File: src/rtl/simon_key_sched.sv
// Simon 32/64 round-key generator: streams 32 round keys from a 4-word sliding window.
// Define SIMON_KEY_DEC_EN to compile in the reverse (decryption) key order.
module simon_key_sched (
    input  logic        clk,
    input  logic        rst_n,
    input  logic        key_load,
    input  logic [63:0] key_in,
    input  logic        dec,
    input  logic        rk_ready,
    output logic        rk_valid,
    output logic [15:0] rk,
    output logic [4:0]  rk_idx,
    output logic        busy,
    output logic        done
);

    typedef enum logic [1:0] {IDLE, PRECOMP, EMIT} state_t;

    // z0[0] is the leftmost character, so it sits in the MSB of this constant
    localparam logic [61:0] Z0 = 62'b11111010001001010110000111001101111101000100101011000011100110;

    function automatic logic z_bit(input logic [4:0] i);
        return Z0[6'd61 - {1'b0, i}];
    endfunction

    function automatic logic [15:0] ror1(input logic [15:0] x);
        return {x[0], x[15:1]};
    endfunction

    function automatic logic [15:0] ror3(input logic [15:0] x);
        return {x[2:0], x[15:3]};
    endfunction

    state_t      state, state_next;
    logic [15:0] w0, w1, w2, w3;
    logic [15:0] t_fwd, fwd_key;
    logic [4:0]  fwd_i;
    logic        last_xfer;

`ifdef SIMON_KEY_DEC_EN
    logic        rev;
    logic [4:0]  pcnt;
    logic [15:0] t_rev, rev_key;
`else
    logic        dec_unused;
    assign dec_unused = dec;
`endif

    always_ff @(posedge clk or negedge rst_n) begin
        if (!rst_n) state <= IDLE;
        else        state <= state_next;
    end

    always_comb begin
        state_next = state;
        case (state)
            IDLE: begin
                if (key_load) begin
`ifdef SIMON_KEY_DEC_EN
                    state_next = dec ? PRECOMP : EMIT;
`else
                    state_next = EMIT;
`endif
                end
            end
            PRECOMP: begin
`ifdef SIMON_KEY_DEC_EN
                if (pcnt == 5'd27) state_next = EMIT;
`else
                state_next = IDLE;
`endif
            end
            EMIT: begin
                if (rk_ready && last_xfer) state_next = IDLE;
            end
            default: state_next = IDLE;
        endcase
    end

    always_comb begin
        rk_valid = (state == EMIT);
        busy     = (state != IDLE);
`ifdef SIMON_KEY_DEC_EN
        rk        = rev ? w3 : w0;
        last_xfer = rev ? (rk_idx == 5'd0) : (rk_idx == 5'd31);
`else
        rk        = w0;
        last_xfer = (rk_idx == 5'd31);
`endif
    end

    // Window holds k[i..i+3]; forward step produces k[i+4], reverse step recovers k[i-1]
    always_comb begin
`ifdef SIMON_KEY_DEC_EN
        fwd_i   = (state == PRECOMP) ? pcnt : rk_idx;
        t_rev   = ror3(w2) ^ w0;
        rev_key = 16'hFFFC ^ {15'd0, z_bit(rk_idx - 5'd4)} ^ w3 ^ t_rev ^ ror1(t_rev);
`else
        fwd_i   = rk_idx;
`endif
        t_fwd   = ror3(w3) ^ w1;
        fwd_key = 16'hFFFC ^ {15'd0, z_bit(fwd_i)} ^ w0 ^ t_fwd ^ ror1(t_fwd);
    end

    always_ff @(posedge clk or negedge rst_n) begin
        if (!rst_n) begin
            w0     <= '0;
            w1     <= '0;
            w2     <= '0;
            w3     <= '0;
            rk_idx <= '0;
            done   <= 1'b0;
`ifdef SIMON_KEY_DEC_EN
            rev    <= 1'b0;
            pcnt   <= '0;
`endif
        end else begin
            done <= 1'b0;
            case (state)
                IDLE: begin
                    if (key_load) begin
                        w0 <= key_in[15:0];
                        w1 <= key_in[31:16];
                        w2 <= key_in[47:32];
                        w3 <= key_in[63:48];
`ifdef SIMON_KEY_DEC_EN
                        rev    <= dec;
                        pcnt   <= '0;
                        rk_idx <= dec ? 5'd31 : 5'd0;
`else
                        rk_idx <= 5'd0;
`endif
                    end
                end
`ifdef SIMON_KEY_DEC_EN
                PRECOMP: begin
                    w0   <= w1;
                    w1   <= w2;
                    w2   <= w3;
                    w3   <= fwd_key;
                    pcnt <= pcnt + 5'd1;
                end
`endif
                EMIT: begin
                    if (rk_ready) begin
                        done <= last_xfer;
`ifdef SIMON_KEY_DEC_EN
                        if (rev) begin
                            w0     <= rev_key;
                            w1     <= w0;
                            w2     <= w1;
                            w3     <= w2;
                            rk_idx <= rk_idx - 5'd1;
                        end else begin
                            w0     <= w1;
                            w1     <= w2;
                            w2     <= w3;
                            w3     <= fwd_key;
                            rk_idx <= rk_idx + 5'd1;
                        end
`else
                        w0     <= w1;
                        w1     <= w2;
                        w2     <= w3;
                        w3     <= fwd_key;
                        rk_idx <= rk_idx + 5'd1;
`endif
                    end
                end
                default: ;
            endcase
        end
    end

endmodule

File: config.mk
export PLATFORM = sky130hd
export DESIGN_NAME = simon_key_sched
export DESIGN_NICKNAME = d
export VERILOG_FILES = /design/src/rtl/simon_key_sched.sv
export SDC_FILE = /design/constraint.sdc
export NUM_CORES = 1
export LEC_CHECK = 0
export ABC_CLOCK_PERIOD_IN_PS = 3500
export BUFFER_PORTS_ARGS = -buffer_cell sky130_fd_sc_hd__clkbuf_2
export CAP_MARGIN = 40
export CORE_AREA = 10 10 92 94
export CTS_BUF_LIST = sky130_fd_sc_hd__clkbuf_8
export DETAILED_ROUTE_END_ITERATION = 8
export DIE_AREA = 0 0 102 104
export PLACE_DENSITY = 0.9
export SLEW_MARGIN = 25
export SYNTH_ARGS = -nofsm -noshare
export SYNTH_HDL_FRONTEND = slang
export SYNTH_SLANG_ARGS = --single-unit
export TNS_END_PERCENT = 10
File: constraint.sdc
create_clock -name clk -period 3.5 [get_ports clk]
set_input_delay 0.35 -clock clk [delete_from_list [all_inputs] [get_ports clk]]
set_output_delay 0.35 -clock clk [all_outputs]
set_load 0.05 [all_outputs]
After elaboration in Yosys (flattened, before gate mapping)
Memories as Yosys holds them, arrays and structs flattened.
Index checks and enable logic that the tools add are counted.

operators by class
  add/sub/neg operators = 2
  order comparisons = 1
  eq/ne operators = 5
  muxes and demuxes = 21
  bitwise operators = 4
  reduce and logical (&&, ||, !) cells = 6

operators by type and width
  kind                                                                      count
  16-bit two-way mux                                                        8
  16-bit case mux with 2 select lines                                       4
  16-bit bitwise XOR                                                        4
  5-bit two-way mux                                                         2
  5-bit case mux with 2 select lines                                        1
  6-bit by 7-bit < comparator with 1-bit output (second input constant)     1
  6-bit by 5-bit subtractor with 6-bit output (first input constant)        1
  5-bit by 1-bit adder with 5-bit output (second input constant)            1
  5-bit == test (second input constant)                                     1
  2-bit two-way mux                                                         2
  2-bit inequality test (second input constant)                             2
  2-bit case mux with 2 select lines                                        1
  2-bit nonzero test                                                        2
  1-bit two-way mux                                                         3
  3-bit AND reduction                                                       1
  2-bit == test (second input constant)                                     1
  2-bit zero test                                                           1
  2-bit by 1-bit inequality test with 1-bit output (second input constant)  1
  2-bit AND reduction                                                       1
  1-bit logical AND                                                         1

word-level totals
  flip-flop bits (word level) = 72
  bits in read-only memories = 64
  input port bits = 69
  output and inout port bits = 24
  logic and storage cells = 47
  memories = 1

memory list
  memory            words  width  rd ports  clocked after Yosys merged registers in  write ports  line  text
  (name not given)  64     1      1         0                                        0            23    return Z0[6'd61 - {1'b0, i}];

Depth between registers and ports, before layout
Gate-level depths: netlist of run 1.

  depth after elaboration = 8
  gate-level depth with buffers = 8
  mapped depth without buffers = 8

Least setup slack after synthesis of run 1
Ideal clock, no wire load.

  path type = reg-to-reg
  start = reg rk_idx[1]
  end = reg w3[0]
  data arrival time = 2370 ps
  path slack = 989 ps
  cell stages (with the launch flop) = 8
  clock period less this slack = 2511 ps
  cells stage by stage = dfrtp_1 inv_1 ha_1 mux2_2 mux4_2 mux2i_1 xnor2_1 o221ai_2

between the ends
  longest elaborated chain between the ends = 8

ends and longest elaborated chain
  element                                      line  text
  start, declared                              12    output logic [4:0] rk_idx,
  start signal, assigned                       166   rk_idx <= rk_idx + 5'd1;
  6-bit by 5-bit subtractor with 6-bit output  23
  memory read 64 x 1 bit                       --
  1-bit two-way mux (implied by the code)      23
  16-bit bitwise XOR (3 in a row)              102   fwd_key = 16'hFFFC ^ {15'd0, z_bit(fwd_i)} ^ w0 ^ t_fwd ^ ror1(t_fwd);
  16-bit two-way mux                           145   if (rk_ready) begin
  16-bit case mux with 2 select lines          119   case (state)
  end signal, assigned                         125   w3 <= key_in[63:48];
  end signal, assigned                         165   w3 <= fwd_key;
  end, declared                                35    logic [15:0] w0, w1, w2, w3;

Every way passes these cells. The select of a mux whose other input is x is not followed.
A chain may end at the register's enable or synchronous reset.

Worst setup path after layout of run 1
Ends and elaborated chain as after synthesis.

==> out/results.ini, run 1 <==
[run_status]
outcome=completed

[logic_synthesis]
post_synth_num_cell_types=28
synth_edf_count=0
yosysTopAreaCellShare_pct=45.45
synth_cells=391
avgSynthCellArea_um2=9.997
synth_seq_area_share_pct=45.45
synth.area.top_cells=dfrtp_1 (45%), mux2i_1 (14%), o21ai_0 (8.6%)
synthesis.nets=469
synth_warnings=0
synth_most_common_cell=nand2_1
yosys_register_bits=71
synth-main-ff-cell=dfrtp_1
ys_top_cells_by_count=nand2_1 (72), dfrtp_1 (71), o21ai_0 (67)
yosysTopAreaCell=dfrtp_1
syn-cell-area_um2=3909
ys_async_sr_fraction_pct=100.0

[critical_path]
critPathArrivalTime_ps=2730
critPathKind=reg2reg
end_kind=flip-flop
path_max_fanout=9
cp-start-kind=flip-flop
required_ps=3720

[floorplanning]
io-pin-count=93
initial_core_util_pct=58.50
rows=30
fp.dieH_um=104
dieArea_um2=10610
core_area_um2=6681
die_x_um=102

[timing]
min_period_ps=2513
setup_viol=0
tightest_slew_ps=796.8
relSlewSlack_pct=46.82
max_freq_mhz=397.9
hold_viol=0
skew_ps=5.688
fin_setup_tns_ps=0
final_max_slew_viol_count=0
worst_slack_ps=987.1
period_share_pct=71.80
rsz0062_at_grt=false

[layout]
fin_nets=551
layout.cells.non_filler=558
fillers=532
area_growth_pct=18.47
fin_area_um2=4631
drive_above_1_share_pct=25.10
diodes=0

[global_route]
grt_pass1_wl_mm=16.06
grt_use_total_pct=18.62
first_global_vias=3236
grt_max_degree=68
grt_overflow=0
antenna_found_initial=0

[worst_hold_path]
hp-class=in2async

[power_and_ir_drop]
ir_drop_mv=0.5311
power.total_mw=4.391
p_per_area_nw_per_um2=948.2
leakage_nw=2.443

[placement]
io_buffers=91
place_congestion=0.7925
dp_slack_ps=959.3
hpwl_mm=7.032
dpl-instance-area_um2=4412
place_inst=541

[clock_tree]
cts.sinks=71
post-cts-setup-buffer-count=0
cts_resized=0
clockBufferDepth=2
cts_tree=built
cts_hold_buf=0
cts-root-buf=clkbuf_8
cts_made_buffers=9
clk_pin_slew_ps=80
h-tree-depth=3
clk_latency_ps=340

[drt]
drc=0
wl_per_cell_um=17.07
drt_pass1_iterations=4
drt_iter0_drc=174
ant_nets=0
via_count=3077
vias_per_cell=5.514
drt_wl_total_mm=9.524

[run]
drv_cap=0

## per-stage QoR
| stage | utilization [%] | hold slack, ps |
|---|---|---|
| after floorplan | - | 54.41 |
| after global placement | 65.73 | 461.2 |
| after detailed placement | 66.03 | 413.0 |
| after CTS | 68.90 | 39.82 |
| after global routing | 69.31 | 52.78 |
| final | 69.31 | 25.27 |
## registers in the layout, summed over array words and instances (netlist names)
name	count
state	1
w3	16
done	1
rk	16
w2	16
w1	16
rk_idx	5
## placed cells by master (no fill, tap or decap)
cell	Yosys	routed
a21oi_4	0	1
a31oi_1	1	1
and2_1	1	1
and3_1	1	1
and3_2	1	1
buf_12	0	1
buf_16	0	1
buf_2	5	1
buf_4	1	5
bufinv_16	0	1
clkbuf_2	0	90
clkbuf_8	0	10
clkinv_2	0	1
clkinvlp_4	0	1
dfrtp_1	71	70
dfrtp_2	0	1
ha_1	9	9
inv_1	3	6
mux2_2	3	3
mux2i_1	54	54
mux4_1	1	1
mux4_2	1	1
nand2_1	72	72
nand3_1	2	2
nand3_2	1	1
nand3b_1	1	1
nor2_1	3	3
o21ai_0	67	67
o221ai_2	1	1
o22ai_1	16	16
o31ai_1	1	1
xnor2_1	36	36
xor2_1	17	17
## routing by layer
layer / vias to the layer above / part of all wire, % / GRT usage [%]
met5: - / 0 / 0
met1: 1475 / 41 / 23.29
met4: 0 / 1.6 / 5.746
met3: 15 / 7.0 / 5.382
li1: 1500 / - / -
met2: 87 / 50 / 30.00
## cell type report
| cell class | instances | area, um^2 | share of cell area, % |
|---|---|---|---|
| Clock inverter | 6 | 53.80 | 1.162 |
| Sequential cell | 71 | 1778 | 38.40 |
| Clock buffer | 10 | 137.6 | 2.972 |
| Tap cell | 80 | 100.1 | 2.162 |
| Inverter | 3 | 11.26 | 0.2432 |
| Multi-Input combinational cell | 290 | 2009 | 43.39 |
| Timing Repair Buffer | 98 | 540.5 | 11.67 |
## critical path: stages, from the launching register on
cell      delay (ps)
dfrtp_1          480
ha_1             550
mux2_2           390
mux4_1           490
mux2i_1          210
xnor2_1          170
o221ai_2         110
## power by group
| part | total [mW] | switching (mW) | internal (mW) |
|---|---|---|---|
| logic | 2.29 | 1.26 | 1.03 |
| clock network | 0.639 | 0.299 | 0.340 |
| registers | 1.46 | 0.327 | 1.14 |
| total | 4.39 | 1.89 | 2.50 |
## path summary, 6_finish.rpt
kind                                start  endpoint  slack (ps)  cells after the start
worst min-delay path                rst_n     rk[9]          30                      2
max in group asynchronous           rst_n     rk[0]        2920                      3
worst max-delay path            rk_idx[1]     w3[0]         990                      6
min in group clk                key_in[4]     rk[4]         290                      3
worst max register to register  rk_idx[1]     w3[0]         990                      6
worst min register to register      w2[5]     w2[5]         490                      2
## logic make-up after synthesis
group | count (synthesis) | share of synthesized area [%]
xor gates and xnor gates | 53 | 11.88
DFF | 71 | 45.45
adders and majority gates | 9 | 2.881
buffers and inverters | 30 | 3.329
and+or+nand+nor | 82 | 8.419
AOI/OAI and AO/OA | 87 | 12.10
muxes | 59 | 15.94
Note: power is estimated with default switching activity, not from simulation.
==> inputs of run 2 (changes only) <==
Settings changed: ABC_CLOCK_PERIOD_IN_PS 3500 to 2320, CORE_AREA 10 10 92 94 to 10 10 95 97, DIE_AREA 0 0 102 104 to 0 0 105 107, PLACE_DENSITY 0.9 to 0.85.
Clock period 3.5 ns to 2.32 ns, I/O delays scaled along.
==> run 2 against run 1 <==
- sequential share of layout area down 0.72 points
- critical endpoint unchanged
- non-clock buffer count up 3
- power up 55%
- clock power up 74%
- highest routed layer unchanged
- global-route usage down 1.8 points
- register-to-register slack worse by 880 ps
- critical path depth unchanged
- maximum frequency up 13%
- sequential cell count unchanged
- final cell count up 3.9%
- combinational power up 52%
==> out/results.ini, run 2 (synthesis gave the netlist of run 1 again) <==
[floorplanning]
rows=31  ; was 30
core_area_um2=7137  ; was 6681 um^2
dieArea_um2=11240  ; was 10610 um^2
initial_core_util_pct=54.77  ; was 58.50%
io-pin-count=93  ; unchanged
fp.dieH_um=107  ; was 104 um
die_x_um=105  ; was 102 um

[layout]
final_cell_mix=clkbuf_2 (90), nand2_1 (72), o21ai_0 (67), dfrtp_1 (67), mux2i_1 (54)  ; was clkbuf_2 (90), nand2_1 (72), dfrtp_1 (70), o21ai_0 (67), mux2i_1 (54)
final_util_pct=66.27  ; was 69.31%
seqCellArea_um2=1782  ; was 1778 um^2
multi_input_area_um2=2022  ; was 2009 um^2
fin_nets=554  ; was 551
diodes=0  ; unchanged
drive_above_1_share_pct=27.23  ; was 25.10%
final_common_cell=clkbuf_2  ; unchanged
fillers=608  ; was 532
area_growth_pct=21.00  ; was 18.47%

[global_route]
first_global_vias=3250  ; was 3236
antenna_found_initial=0  ; unchanged
grt_overflow=0  ; unchanged
grt_use_total_pct=16.85  ; was 18.62%
grt_pass1_wl_mm=15.66  ; was 16.06 mm
grt_max_degree=72  ; was 68

[clock_tree]
cts-root-buf=clkbuf_8  ; unchanged
h-tree-depth=3  ; unchanged
clk_latency_ps=350  ; was 340 ps
cts.sinks=71  ; unchanged
cts_made_buffers=9  ; unchanged
clockBufferDepth=2  ; unchanged
cts_tree=built  ; unchanged
clk_pin_slew_ps=80  ; about the same

[timing]
fin_setup_tns_ps=0  ; unchanged
final_max_slew_viol_count=0  ; unchanged
max_freq_mhz=451.0  ; was 397.9 MHz
tightest_slew_ps=580.5  ; was 796.8 ps
period_share_pct=95.57  ; was 71.80%
relSlewSlack_pct=61.30  ; was 46.82%
rsz0062_at_grt=false  ; unchanged
min_period_ps=2217  ; was 2513 ps
skew_ps=8.660  ; was 5.688 ps
setup_viol=0  ; unchanged
hold_viol=0  ; unchanged

[critical_path]
reg2reg_slack_ps=100  ; was 990 ps
path_cells=ha_4 > mux2_2 > mux4_1 > mux2i_1 > xnor2_1 > o221ai_2  ; was ha_1 > mux2_2 > mux4_1 > mux2i_1 > xnor2_1 > o221ai_2
end_kind=flip-flop  ; unchanged
critPathKind=reg2reg  ; unchanged
cpLargestDelayFamily=multiplexers  ; unchanged
required_ps=2520  ; was 3720 ps
crit_buf_inv=0  ; unchanged
reg2reg_depth=6  ; unchanged
rr_endpoint=w3[0]  ; unchanged
rr_startpoint=rk_idx[1]  ; unchanged
cp-start-kind=flip-flop  ; unchanged
cpPeakStageDelay_ps=480  ; was 550 ps
critPathArrivalTime_ps=2420  ; was 2730 ps
path_max_fanout=9  ; unchanged
slowest_stage=mux4_1  ; was ha_1

[power_and_ir_drop]
p_per_area_nw_per_um2=1440  ; was 948.2 nW/um^2
leakage_nw=2.447  ; was 2.443 nW
ir_drop_mv=0.6959  ; was 0.5311 mV

[drt]
via_count=3044  ; was 3077
drc=0  ; unchanged
drt_iter0_drc=112  ; was 174
drt_pass1_iterations=4  ; unchanged
vias_per_cell=5.248  ; was 5.514
ant_nets=0  ; unchanged
wl_per_cell_um=16.32  ; was 17.07 um
drt_wl_total_mm=9.464  ; was 9.524 mm

[worst_hold_path]
hold_path_startpoint=key_in[44]
hp-class=in2reg  ; was in2async
holdPathEnd=w2[12]
min_path_cells=3

[run_status]
outcome=completed  ; unchanged

[placement]
hpwl_mm=6.921  ; was 7.032 mm
place_congestion=0.8261  ; was 0.7925
io_buffers=91  ; unchanged

[run]
drv_cap=0  ; unchanged

[run 2: area by class of cell]
cell class                 count  area share (%)
multi-input combinational    290           42.75
clock inverter                 7           2.037
inverter                       3          0.2381
timing repair buffer         101           12.06
tap                           99           2.619
clock buffer                   9           2.619
sequential                    71           37.67
[run 2: how the worst max path moves through the flow]
stage | start | to | slack, ps | depth (start not counted)
after detailed placement | rk_idx[1] | w3[0] | 60 | 7
after CTS | rk_idx[1] | w3[0] | 30 | 7
after floorplan | rk_idx[1] | w3[0] | 8 | 7
final | rk_idx[1] | w3[0] | 100 | 6
after global routing | rk_idx[2] | w3[0] | 20 | 6
after global placement | rk_idx[1] | w3[0] | 140 | 6
[run 2: timing repair]
action,CTS,global route
resized for setup,0,2
setup endpoints to repair,0,1
hold buffers,1,0
endpoints found under the hold margin,71,0
setup buffers,0,2
[run 2: through the flow]
step | setup WS (ps) | hold WS [ps] | cells | cell area (um^2) | total power, mW
floorplan | 8.039 | -63.59 | 391 | 3925 | 4.951
global placement | 135.4 | 289.7 | 561 | 4484 | 5.536
detailed placement | 59.59 | 290.5 | 561 | 4484 | 5.695
CTS | 26.28 | 157.8 | 578 | 4715 | 6.823
global route | 23.12 | 162.2 | 580 | 4730 | 7.287
finish | 102.9 | 167.5 | 580 | 4730 | 6.810
[run 2: routing by layer]
layer  GRT usage, %  wire length (um)  up-vias
met4          5.490               123        0
li1               -                 -     1517
met1          20.83              4235     1441
met5              0                 0        -
met2          27.28              4539       75
met3          5.569               565       11
[run 2: worst min-delay path: stages]
cell and delay (ps):
clkbuf_2 70, mux2i_1 50, o21ai_0 130
[run 2: power breakdown]
part / total, mW / internal [mW] / switching (mW) / leakage (nW)
combinational: 3.49 / 1.61 / 1.88 / 1.45
sequential: 2.21 / 1.72 / 0.496 / 0.898
clock: 1.11 / 0.607 / 0.504 / 0.102
==> inputs of run 3 (changes only) <==
Settings changed: REMOVE_ABC_BUFFERS from default to 1.
==> run 3 against run 2 <==
- routed wire length increased by 1.3%
- final area down 0.63%
- non-clock buffer count rose by 3
- count of clock-buffer cells in the layout rose by 2
- clock power is 11% lower
- sequential power hardly changed
- critical path depth grew 1
- global-route usage up 0.32 points
==> out/results.ini, run 3 (synthesis gave the netlist of run 1 again) <==
[global_route]
grt_overflow=0  ; unchanged
grt_pass1_wl_mm=15.74  ; was 15.66 mm
antenna_found_initial=0  ; unchanged
grt_max_degree=97  ; was 72
grt_use_total_pct=17.17  ; was 16.85%
first_global_vias=3148  ; was 3250

[critical_path]
rr_startpoint=rk_idx[1]  ; unchanged
end_kind=flip-flop  ; unchanged
slowest_stage=mux4_2  ; was mux4_1
required_ps=2530  ; was 2520 ps
cpPeakStageDelay_ps=450  ; was 480 ps
path_cells=inv_1 > ha_1 > mux2_2 > mux4_2 > mux2i_1 > xnor2_1 > o221ai_2  ; was ha_4 > mux2_2 > mux4_1 > mux2i_1 > xnor2_1 > o221ai_2
critPathArrivalTime_ps=2430  ; was 2420 ps
critPathKind=reg2reg  ; unchanged
path_max_fanout=6  ; was 9
crit_start=rk_idx[1]  ; unchanged
cp-start-kind=flip-flop  ; unchanged

[power_and_ir_drop]
leakage_nw=2.465  ; was 2.447 nW
ir_drop_mv=0.5074  ; was 0.6959 mV
p_per_area_nw_per_um2=1427  ; was 1440 nW/um^2

[timing]
tightest_slew_ps=633.6  ; was 580.5 ps
period_share_pct=95.70  ; was 95.57%
relSlewSlack_pct=57.76  ; was 61.30%
final_max_slew_viol_count=0  ; unchanged
hold_viol=0  ; unchanged
min_period_ps=2220  ; was 2217 ps
skew_ps=14.49  ; was 8.660 ps
fin_setup_tns_ps=0  ; unchanged
max_freq_mhz=450.4  ; was 451.0 MHz
rsz0062_at_grt=false  ; unchanged
setup_viol=0  ; unchanged

[drt]
wl_per_cell_um=16.48  ; was 16.32 um
vias_per_cell=5.351  ; was 5.248
drt_pass1_iterations=4  ; unchanged
via_count=3114  ; was 3044
ant_nets=0  ; unchanged
drt_iter0_drc=119  ; was 112
drc=0  ; unchanged
drt_wl_total_mm=9.591  ; was 9.464 mm

[clock_tree]
cts_made_buffers=9  ; unchanged
cts.sinks=71  ; unchanged
clk_pin_slew_ps=80  ; about the same
clk_latency_ps=340  ; was 350 ps
clockBufferDepth=2  ; unchanged
post-cts-setup-buffer-count=0  ; unchanged
cts-root-buf=clkbuf_8  ; unchanged
cts_tree=built  ; unchanged
h-tree-depth=3  ; unchanged

[layout]
drive_above_1_share_pct=26.29  ; was 27.23%
fillers=607  ; was 608
layout.cells.non_filler=582  ; was 580
diodes=0  ; unchanged
fin_area_um2=4700  ; was 4730 um^2
area_growth_pct=20.23  ; was 21.00%
final_cell_mix=clkbuf_2 (90), nand2_1 (72), dfrtp_1 (70), o21ai_0 (67), mux2i_1 (54)  ; was clkbuf_2 (90), nand2_1 (72), o21ai_0 (67), dfrtp_1 (67), mux2i_1 (54)
fin_nets=557  ; was 554
final_common_cell=clkbuf_2  ; unchanged

[placement]
place_inst=566  ; was 561
hpwl_mm=7.154  ; was 6.921 mm
dpl-instance-area_um2=4493  ; was 4484 um^2
place_congestion=0.8346  ; was 0.8261
io_buffers=91  ; unchanged

[floorplanning]
rows=31  ; unchanged
io-pin-count=93  ; unchanged
die_x_um=105  ; unchanged
core_area_um2=7137  ; unchanged
dieArea_um2=11240  ; unchanged
initial_core_util_pct=54.77  ; unchanged
fp.dieH_um=107  ; unchanged

[run]
drv_cap=0  ; unchanged

[worst_hold_path]
hp-class=in2reg  ; unchanged
hold_path_startpoint=key_in[3]  ; was key_in[44]

[run_status]
outcome=completed  ; unchanged

## run 3: critical path: cells and delay by family, from the launching register on
kind                     cells  cell delay (ps)
AO/OA/AOI/OAI                1              120
XOR/XNOR                     1              170
adder cells (fa/ha/maj)      1              290
buffers and inverters        1              160
flip-flops                   1              410
multiplexers                 3              950
## run 3: where the power goes
| part | leakage (nW) | switching, mW | internal, mW |
|---|---|---|---|
| logic | 1.46 | 1.91 | 1.62 |
| clock network | 0.105 | 0.449 | 0.544 |
| registers | 0.901 | 0.466 | 1.72 |
## run 3: per-stage QoR
step / total power, mW / setup WS (ps) / utilization, % / hold WS, ps
final: 6.706 / 99.81 / 65.85 / 163.9
after detailed placement: 5.740 / 138.0 / 62.96 / 209.0
after floorplan: 4.886 / -4095 / - / -63.59
after CTS: 6.745 / 116.9 / 65.85 / 162.0
after global routing: 7.201 / 43.16 / 65.85 / 176.3
after global placement: 5.565 / 192.3 / 62.96 / 207.1
## run 3: path summary, 6_finish.rpt
| check | to | slack, ps | cells after the start |
|---|---|---|---|
| max | w3[0] | 100 | 7 |
| min | rk[3] | 160 | 3 |
| max reg2reg | w3[0] | 100 | 7 |
| min reg2reg | w2[8] | 490 | 2 |
| max in group asynchronous | w3[15] | 1290 | 3 |
| min in group asynchronous | w2[3] | 380 | 2 |
## run 3: repair_timing
item                      4_1_cts  5_1_grt
hold buffers                    1        0
resized for setup               0        0
hold endpoints to repair       18        0
## run 3: routing by layer
metal,GRT usage [%],part of all wire [%],up-vias
li1,-,-,1521
met1,20.74,42,1503
met2,29.25,51,78
met3,3.653,4.9,12
met4,7.059,1.6,0
met5,0,0,-
## run 3: cell type report
| cell class | instances | area (um^2) | share of cell area [%] |
|---|---|---|---|
| Clock buffer | 11 | 151.4 | 3.222 |
| Clock inverter | 4 | 45.04 | 0.9585 |
| Sequential cell | 71 | 1778 | 37.83 |
| Tap cell | 99 | 123.9 | 2.636 |
| Timing Repair Buffer | 104 | 580.6 | 12.35 |
| Multi-Input combinational cell | 290 | 2009 | 42.76 |
| Inverter | 3 | 11.26 | 0.2396 |
